===== src/rtl/deserializer_pkg.sv =====
// Shared definitions for the serial-to-parallel deserializer: FSM state codes,
// runt-frame threshold and runt counter width.
package deserializer_pkg;

  typedef logic [0:0] state_t;

  localparam state_t IDLE_S = 1'b0;
  localparam state_t RECV_S = 1'b1;

  // Frames shorter than this many bits are discarded as runts.
  localparam int unsigned RUNT_THRESHOLD = 3;

  localparam int unsigned RUNT_CNT_WIDTH = 8;

  // Width able to hold a bit count from 0 up to and including bus_width.
  function automatic int unsigned cnt_width(input int unsigned bus_width);
    return $clog2(bus_width + 1);
  endfunction

endpackage


===== src/rtl/deserializer_sat_counter.sv =====
// Saturating up-counter with synchronous reset; stops at all-ones.
module sat_counter #(
  parameter int WIDTH = 8
) (
  input  logic             clk_i,
  input  logic             srst_i,
  input  logic             inc_i,
  output logic [WIDTH-1:0] cnt_o
);

  logic [WIDTH-1:0] cnt_reg;
  logic [WIDTH-1:0] cnt_next;

  always_comb begin
    cnt_next = cnt_reg;
    if (inc_i && (cnt_reg != {WIDTH{1'b1}})) begin
      cnt_next = cnt_reg + WIDTH'(1);
    end
  end

  always_ff @(posedge clk_i) begin
    if (srst_i) begin
      cnt_reg <= '0;
    end else begin
      cnt_reg <= cnt_next;
    end
  end

  assign cnt_o = cnt_reg;

endmodule


===== src/rtl/deserializer.sv =====
// Serial-to-parallel deserializer, MSB first, with short-frame and runt handling.
// Define DESERIALIZER_RUNT_CNT_EN to build in the saturating runt frame counter.
module deserializer
  import deserializer_pkg::*;
#(
  parameter int DATA_BUS_WIDTH = 16,
  parameter int DATA_MOD_WIDTH = 4
) (
  input  logic                      clk_i,
  input  logic                      srst_i,
  input  logic                      data_i,
  input  logic                      data_val_i,
  output logic [DATA_BUS_WIDTH-1:0] deser_data_o,
  output logic [DATA_MOD_WIDTH-1:0] deser_data_mod_o,
  output logic                      deser_data_val_o,
  output logic                      busy_o,
  output logic [RUNT_CNT_WIDTH-1:0] runt_cnt_o
);

  localparam int CNT_W = int'(cnt_width(DATA_BUS_WIDTH));

  state_t                    state_reg, state_next;
  logic [CNT_W-1:0]          cnt_reg, cnt_next;
  logic [DATA_BUS_WIDTH-1:0] buf_reg, buf_next;
  logic [DATA_BUS_WIDTH-1:0] data_reg, data_next;
  logic [DATA_MOD_WIDTH-1:0] mod_reg, mod_next;
  logic                      val_reg, val_next;

  logic [DATA_BUS_WIDTH-1:0] bit_sel;
  logic [DATA_BUS_WIDTH-1:0] buf_base;
  logic [DATA_BUS_WIDTH-1:0] shift_word;

`ifdef DESERIALIZER_RUNT_CNT_EN
  logic runt_inc;
`endif

  // One-hot select of the buffer bit written by the current serial bit.
  generate
    for (genvar gi = 0; gi < DATA_BUS_WIDTH; gi++) begin : g_bit_sel
      assign bit_sel[gi] = (cnt_reg == CNT_W'(DATA_BUS_WIDTH - 1 - gi));
    end
  endgenerate

  // A new frame starts from a cleared buffer so unfilled LSBs read zero.
  assign buf_base   = (state_reg == IDLE_S) ? '0 : buf_reg;
  assign shift_word = (buf_base & ~bit_sel) | ({DATA_BUS_WIDTH{data_i}} & bit_sel);

  always_comb begin
    state_next = state_reg;
    cnt_next   = cnt_reg;
    buf_next   = buf_reg;
    data_next  = data_reg;
    mod_next   = mod_reg;
    val_next   = 1'b0;
`ifdef DESERIALIZER_RUNT_CNT_EN
    runt_inc   = 1'b0;
`endif

    if (data_val_i) begin
      buf_next = shift_word;
      if (cnt_reg == CNT_W'(DATA_BUS_WIDTH - 1)) begin
        // Last bit of a full word: publish and return to idle so a
        // still-high data_val_i opens the next frame on the following edge.
        data_next  = shift_word;
        mod_next   = '0;
        val_next   = 1'b1;
        cnt_next   = '0;
        state_next = IDLE_S;
      end else begin
        cnt_next   = cnt_reg + CNT_W'(1);
        state_next = RECV_S;
      end
    end else if (state_reg == RECV_S) begin
      cnt_next   = '0;
      state_next = IDLE_S;
      if (cnt_reg >= CNT_W'(RUNT_THRESHOLD)) begin
        data_next = buf_reg;
        mod_next  = DATA_MOD_WIDTH'(cnt_reg);
        val_next  = 1'b1;
      end else begin
`ifdef DESERIALIZER_RUNT_CNT_EN
        runt_inc = 1'b1;
`endif
      end
    end
  end

  always_ff @(posedge clk_i) begin
    if (srst_i) begin
      state_reg <= IDLE_S;
      cnt_reg   <= '0;
      buf_reg   <= '0;
      data_reg  <= '0;
      mod_reg   <= '0;
      val_reg   <= 1'b0;
    end else begin
      state_reg <= state_next;
      cnt_reg   <= cnt_next;
      buf_reg   <= buf_next;
      data_reg  <= data_next;
      mod_reg   <= mod_next;
      val_reg   <= val_next;
    end
  end

  assign deser_data_o     = data_reg;
  assign deser_data_mod_o = mod_reg;
  assign deser_data_val_o = val_reg;
  assign busy_o           = (state_reg == RECV_S);

`ifdef DESERIALIZER_RUNT_CNT_EN
  sat_counter #(
    .WIDTH (RUNT_CNT_WIDTH)
  ) u_runt_cnt (
    .clk_i  (clk_i),
    .srst_i (srst_i),
    .inc_i  (runt_inc),
    .cnt_o  (runt_cnt_o)
  );
`else
  assign runt_cnt_o = '0;
`endif

endmodule


===== config.mk =====
export PLATFORM = sky130hd
export DESIGN_NAME = deserializer
export DESIGN_NICKNAME = d
export VERILOG_FILES = /design/src/rtl/deserializer_pkg.sv /design/src/rtl/deserializer_sat_counter.sv /design/src/rtl/deserializer.sv
export SDC_FILE = /design/constraint.sdc
export NUM_CORES = 1
export LEC_CHECK = 0
export CAP_MARGIN = 20
export CORE_AREA = 2 2 92 50
export CTS_CLUSTER_SIZE = 28
export DETAILED_ROUTE_END_ITERATION = 6
export DIE_AREA = 0 0 94 52
export PLACE_DENSITY = 0.72
export SLEW_MARGIN = 20
export SYNTH_ARGS = -nofsm -noshare
export SYNTH_HDL_FRONTEND = slang
export SYNTH_SLANG_ARGS = --single-unit

===== constraint.sdc =====
create_clock -name clk_i -period 1.97 [get_ports clk_i]
set_input_delay 0.394 -clock clk_i [delete_from_list [all_inputs] [get_ports clk_i]]
set_output_delay 0.394 -clock clk_i [all_outputs]
set_load 0.01 [all_outputs]

---- Word-level counts from Yosys, hierarchy flattened ----
Cells that the tools add are included.
operators by class
  $add $sub $neg .......................... 1
  magnitude comparators ................... 1
  equal/unequal tests ..................... 16
  multiplexer cells ....................... 17
  bitwise gates (word level) .............. 5
  reductions and logical operators ........ 5
operator list
  operator                                                                  count
  16-bit two-way mux                                                        5
  5-bit by 4-bit equality test with 1-bit output (second input constant)    8
  16-bit AND                                                                2
  5-bit by 3-bit equality test with 1-bit output (second input constant)    4
  4-bit two-way mux                                                         4
  16-bit NOT                                                                1
  16-bit OR                                                                 1
  5-bit two-way mux                                                         3
  5-bit by 2-bit equality test with 1-bit output (second input constant)    2
  5-bit by 1-bit adder with 5-bit output (second input constant)            1
  5-bit by 1-bit equality test with 1-bit output (second input constant)    1
  5-bit by 2-bit >= comparator with 1-bit output (second input constant)    1
  5-bit logical NOT                                                         1
  1-bit two-way mux                                                         5
  2-bit nonzero test                                                        2
  3-bit AND reduction                                                       1
  2-bit by 1-bit inequality test with 1-bit output (second input constant)  1
  2-bit OR reduction                                                        1
  1-bit NOT                                                                 1
storage, ports and cells
  flip-flop bits (word level) ............. 43
  bits of input ports ..................... 4
  output and inout bits ................... 30
  logic and storage cells ................. 51

---- Logic depth before layout (Yosys ltp) ----
Gate-level depths: netlist of run 1.
  depth after elaboration ................. 6
  gate-level depth with buffers ........... 8

---- Worst setup path before layout of run 1 ----
No wires, ideal clock.
  path kind ............................... register -> register
  start ................................... register cnt_reg[0]
  end ..................................... register data_reg[5], in the netlist deser_data_o[5]
  library setup time ...................... 0.139 ns
  arrival time ............................ 1.542 ns
  slack ................................... 0.289 ns
  stages on the path, launching flop included .. 8
  period minus slack after synthesis ...... 1.681 ns
  cell sequence ........................... dfxtp_1 -> ha_1 -> a211o_1 -> o21a_1 -> buf_6 -> buf_12 -> nor3_2 -> a211oi_2
between the ends
  longest elaborated chain between the ends .. 6
  elaborated cells between the ends (all ways) .. 12
  classes of those cells .................. order compare: 1; eq/ne: 3; mux: 2; bitwise: 4; reduce/logical: 2
ends and longest elaborated chain
  what                                            line                 source
  start, declared                                 deserializer.sv:23   logic [CNT_W-1:0] cnt_reg, cnt_next;
  start signal, assigned                          deserializer.sv:98   cnt_reg <= cnt_next;
  5-bit by 4-bit equality test with 1-bit output  deserializer.sv:40   assign bit_sel[gi] = (cnt_reg == CNT_W'(DATA_BUS_WIDTH - 1 - gi));
  16-bit NOT                                      deserializer.sv:46   assign shift_word = (buf_base & ~bit_sel) | ({DATA_BUS_WIDTH{data_i}} & bit_sel);
  16-bit AND                                      deserializer.sv:46
  16-bit OR                                       deserializer.sv:46
  16-bit two-way mux                              deserializer.sv:61   if (cnt_reg == CNT_W'(DATA_BUS_WIDTH - 1)) begin
  16-bit two-way mux                              deserializer.sv:59   if (data_val_i) begin
  end signal, assigned                            deserializer.sv:100  data_reg <= data_next;
  end, declared                                   deserializer.sv:25   logic [DATA_BUS_WIDTH-1:0] data_reg, data_next;
Parallel ways exist; a longest one is shown, timed or not. The select of a mux whose other input is x is not followed.
A chain may end at the register's enable or synchronous reset.

---- Final worst setup path of run 1 ----
  start ................................... register cnt_reg[0]
  end ..................................... register data_reg[3], in the netlist deser_data_o[3]
The elaborated chain is that of the path after synthesis.

==> out/qor.csv, run 1 <==
metric,value,unit
nets,258,
PostCTS Resize Cnt,0,
Clk pwr share,0.396,
GR Overflow Total,0,
Peak VDD IR,0.000343,V
clock-pin slew on the worst setup and hold paths,80,ps
pwr dens,675,nW/um^2
"critical path, cell by cell","inv_1, ha_1, and3b_1, and3_1, a31oi_1, a211oi_2",
Wirelength per Cell,14.0,microns
Flop pwr share,0.536,
Post-Synthesis Cells,223,
Area contributors post-synth,"dfxtp_1 (42%), a211oi_2 (6.1%), nor3_2 (4.9%), a31oi_1 (4.6%), and3_1 (4.6%)",
Max Cap Viol,0,
met2 routed WL,1.64,mm
WL met1,2.39,mm
synth cell count leaders,"dfxtp_1 (43), nand2_1 (23), nor2_1 (23)",
Post-synth ARST share,0,
net switching power,0.366,mW
status,"finished, final reports clean",
CTS tree,built,
Syn. warnings,0,
overall die area,4890,sq um
vias in the first global route,1460,
post-route ant nets,0,
flop-to-flop setup slack,120,ps
Initial Util,0.495,
Top Ports,34,
"EDFF count, synth",0,
data required time at the worst endpoint,2140,ps
post-synth top area share,0.420,
Critical Path End Type,flip-flop,
Synth area leader,dfxtp_1,
via/cell ratio,5.28,
Leak Pwr,0.953,nW
hold_buf cts,0,
area grow syn2layout,19.8,%
CTS root buf,clkbuf_8,
DR DRC count,0,
Mean Syn Cell Area,9.20,sq um
Filler cells,362,
"Power, Total",1.66,mW
Comb power frac,0.068,
"Period Utilization, post-route",0.940,
Setup WS pre-CTS,-92.9,ps
largest net degree at the start of global routing,23,
final worst slack,117,ps
fin area,2460,sq um
Setup Skew,7.63,ps
CTS Sinks,43,
max incr delay on CP,500,ps
RSZ-0062 raised after global routing,no,
clk buf depth,2,
CP Class,reg -> reg,
Sw Ratio,0.221,
Slew Limit Fails,0,
Syn Std Cell Area,2050,sq um
Startpoint Class,flip-flop,
Site Rows,17,
clk_lat worst skew,290,ps
Yosys reg bits,43,
H-Tree Depth,2,
antenna violations before repair,0,
die height,52,microns
vias post-DR,1621,
Cell Int Power,1.29,mW
overall routing resource usage,0.194,
FMAX,540,MHz
DIE WIDTH,94,microns
library cells used by synthesis,41,
CTS Buf Count,5,
Period minus WS final,1850,ps
top-count cell post-synth,dfxtp_1,
global-route wire length before repair,7.23,mm
hpwl dp,2.99,mm
Post-synth top flop,dfxtp_1,
share of cells above drive strength 1,0.188,
gpl congestion,0.836,
final setup vio count,0,
"wirelength, routed",4.31,mm
Fin. Hold Viols,0,
IO Port Bufs,25,
"Max FO, Critical Path",8,
met3 WL,271,microns
core area,4150,sq um
arrival time at the worst endpoint,2020,ps
register area share after synthesis,0.420,
worst min path class,reg -> reg,
1st-pass router iterations,4,
antenna cells,0,
CP max stage cell,dfxtp_1,
drt initial violations,103,
area post-placement,2350,sq um
postcts setup bufs,0,
uppermost layer routed,met4,
-- path summary, 6_finish.rpt --
path,end,cells past startpoint,from
worst max-delay path,deser_data_o[3],6,cnt_reg[0]
worst min-delay path,deser_data_mod_o[1],2,deser_data_mod_o[1]
worst max register to register,deser_data_o[3],6,cnt_reg[0]
worst min register to register,deser_data_mod_o[1],2,deser_data_mod_o[1]
-- cells by family (layout without fill, tap and decap cells) --
logic type | count (synthesis) | count (layout) | synth area share
AND/OR/NAND/NOR | 96 | 96 | 0.259
AO/OA/AOI/OAI | 46 | 46 | 0.184
flip-flops | 43 | 43 | 0.420
buffers and inverters | 32 | 52 | 0.107
adder cells (fa/ha/maj) | 4 | 4 | 0.0244
other | 1 | 8 | 0.00183
XOR/XNOR | 1 | 1 | 0.00427
-- cell usage in the layout (no fill, tap or decap), drive strengths merged, types with 3 or more instances in the layout --
cell	n
a211oi	15
a21oi	5
a31oi	15
a32oi	3
and3	15
and3b	4
buf	16
clkbuf	6
clkdlybuf4s50	25
conb	8
dfxtp	43
ha	4
inv	4
nand2	24
nand3	4
nor2	23
nor3	15
-- per-layer routing --
layer,vias up,GRT usage
met3,4,0.0594
li1,819,-
met4,0,0.0338
met5,-,0
met2,49,0.260
met1,749,0.302
-- power groups by stage --
stage | logic, mW | clock network, mW | registers, mW
after global placement | 0.111 | 0 | 0.908
after detailed placement | 0.111 | 0 | 0.909
after global routing | 0.125 | 0.702 | 0.890
final | 0.112 | 0.657 | 0.889
after floorplan | 0.0848 | 0 | 0.907
after CTS | 0.112 | 0.667 | 0.888
-- layout make-up --
class | count | area, sq um | share of cell area
Multi-Input combinational cell | 155 | 1000 | 0.407
Sequential cell | 43 | 861 | 0.350
Timing Repair Buffer | 41 | 408 | 0.166
Clock buffer | 6 | 72.6 | 0.0295
Tap cell | 57 | 71.3 | 0.0290
Clock inverter | 1 | 30.0 | 0.0122
Inverter | 4 | 15.0 | 0.00611
-- critical path: cells and delay by family, from the launching register on --
kind                     cells  cell delay (ps)
AO/OA/AOI/OAI                2              420
adder cells (fa/ha/maj)      1              210
buffers and inverters        1              130
flip-flops                   1              500
AND/OR/NAND/NOR              2              480
-- metrics by stage --
stage / instances / TNS, ps / utilization / hold WS (ps)
after detailed placement: 300 / -799 / 0.567 / 469
after CTS: 307 / 0 / 0.592 / 486
after floorplan: 230 / 0 / - / 459
after global routing: 307 / 0 / 0.592 / 508
after global placement: 300 / -116 / 0.567 / 460
final: 307 / 0 / 0.592 / 481
Power figures use the tool's default switching activity.
==> run 2: changes to the inputs <==
Settings changed: CORE_AREA 2 2 92 50 to 5 5 95 53, DIE_AREA 0 0 94 52 to 0 0 100 58.
==> run 2 against run 1 <==
  * Cell count is 0.33% higher
  * Via count is 0.56% lower
  * Routed wire length is 0.86% higher
  * Maximum frequency is 6.3% higher
  * Hold slack worse by 0.60 ps
  * Highest routed layer unchanged
  * Clock power is 18% lower
  * Total power is 6.8% lower
==> out/qor.csv, run 2 (synthesis gave the netlist of run 1 again) <==
metric,value,unit
status,"finished, final reports clean",
clk_lat worst skew,300,ps
RSZ-0062 raised after global routing,no,
clock-pin slew on the worst setup and hold paths,80,ps
CP Class,reg -> reg,
antenna violations before repair,0,
DR DRC count,0,
CTS Sinks,43,
final setup vio count,0,
via/cell ratio,5.23,
hpwl dp,3.13,mm
Max Cap Viol,0,
Top Ports,34,
die height,58,microns
data required time at the worst endpoint,2150,ps
IO Port Bufs,25,
1st-pass router iterations,4,
"wirelength, routed",4.35,mm
Non-Filler Instances,308,
PostCTS Resize Cnt,0,
core area,4150,sq um
CTS tree,built,
global-route wire length before repair,7.31,mm
CTS Buf Count,5,
Leak Pwr,0.957,nW
most frequent cells in the layout,"dfxtp_1 (42), clkdlybuf4s50_1 (25), nand2_1 (23), nor2_1 (23)",
Fin. Hold Viols,0,
antenna cells,0,
setup TNS,0,ps
drt initial violations,89,
Critical Path End Type,flip-flop,
"most common cell after layout, fill and taps aside",dfxtp_1,
GR Overflow Total,0,
CTS root buf,clkbuf_8,
Initial Util,0.495,
pwr dens,631,nW/um^2
overall routing resource usage,0.160,
gpl congestion,0.831,
hold_buf cts,0,
Filler cells,374,
largest net degree at the start of global routing,21,
"Period Utilization, post-route",0.885,
postcts setup bufs,0,
arrival time at the worst endpoint,1920,ps
Site Rows,17,
post-route ant nets,0,
post-placement cell count,300,
"Max FO, Critical Path",8,
Setup Skew,8.59,ps
FMAX,574,MHz
overall die area,5800,sq um
worst min path class,reg -> reg,
clk buf depth,2,
H-Tree Depth,2,
Period minus WS final,1740,ps
Startpoint Class,flip-flop,
DIE WIDTH,100,microns
Slew Limit Fails,0,
nets,258,
final core utilization,0.591,
Peak VDD IR,0.000324,V
Wirelength per Cell,14.1,microns
area grow syn2layout,19.4,%
vias post-DR,1612,
vias in the first global route,1495,
share of cells above drive strength 1,0.195,
[run 2: cell types whose count changed in the layout (fill, tap and decap cells not counted)]
cell,delta
buf_12,+1
buf_4,-1
clkinv_2,+3
dfxtp_2,+1
ha_1,+1
bufinv_16,-1
clkbuf_1,-1
ha_2,-1
dfxtp_1,-1
[run 2: power by group]
part	leakage, nW	switching (mW)	internal [mW]
logic	0.562	0.0742	0.0463
clock network	0.0477	0.297	0.243
registers	0.348	0.00813	0.877
total	0.957	0.380	1.17
[run 2: layout make-up]
type | count | area (sq um) | share of cell area
Multi-Input combinational cell | 155 | 997 | 0.407
Clock buffer | 5 | 68.8 | 0.0281
Clock inverter | 3 | 15.0 | 0.00613
Timing Repair Buffer | 41 | 420 | 0.172
Inverter | 4 | 15.0 | 0.00613
Tap cell | 57 | 71.3 | 0.0291
Sequential cell | 43 | 862 | 0.352
[run 2: critical path: stages (launching register included)]
cell      delay (ps)
dfxtp_1          340
buf_4            150
inv_1             90
ha_1             220
and3b_1          280
and3_1           220
a31oi_1          230
a211oi_2         110
[run 2: worst paths after layout]
kind	startpoint	end	slack, ps	cells after the start
setup reg to reg	cnt_reg[0]	deser_data_o[11]	230	7
setup / recovery	cnt_reg[0]	deser_data_o[11]	230	7
hold / removal	deser_data_mod_o[1]	deser_data_mod_o[1]	480	2
hold reg to reg	deser_data_mod_o[1]	deser_data_mod_o[1]	480	2
[run 2: per-stage QoR]
| stage | setup WS [ps] | area [sq um] | power, mW | hold slack, ps |
|---|---|---|---|---|
| floorplan | 289 | 2080 | 0.992 | 459 |
| global placement | -30.6 | 2360 | 1.02 | 459 |
| detailed placement | -53.9 | 2360 | 1.02 | 466 |
| CTS | 156 | 2450 | 1.56 | 485 |
| global route | 106 | 2450 | 1.61 | 523 |
| finish | 226 | 2450 | 1.55 | 481 |
[run 2: per-layer routing]
metal  track usage  routed length (microns)  part of all wire  up-vias
li1              -                        -                 -      820
met1         0.227                     2380              0.55      749
met2         0.227                     1650              0.38       39
met3        0.0613                      281             0.065        4
met4        0.0422                       38            0.0087        0
met5             0                        0                 0        -
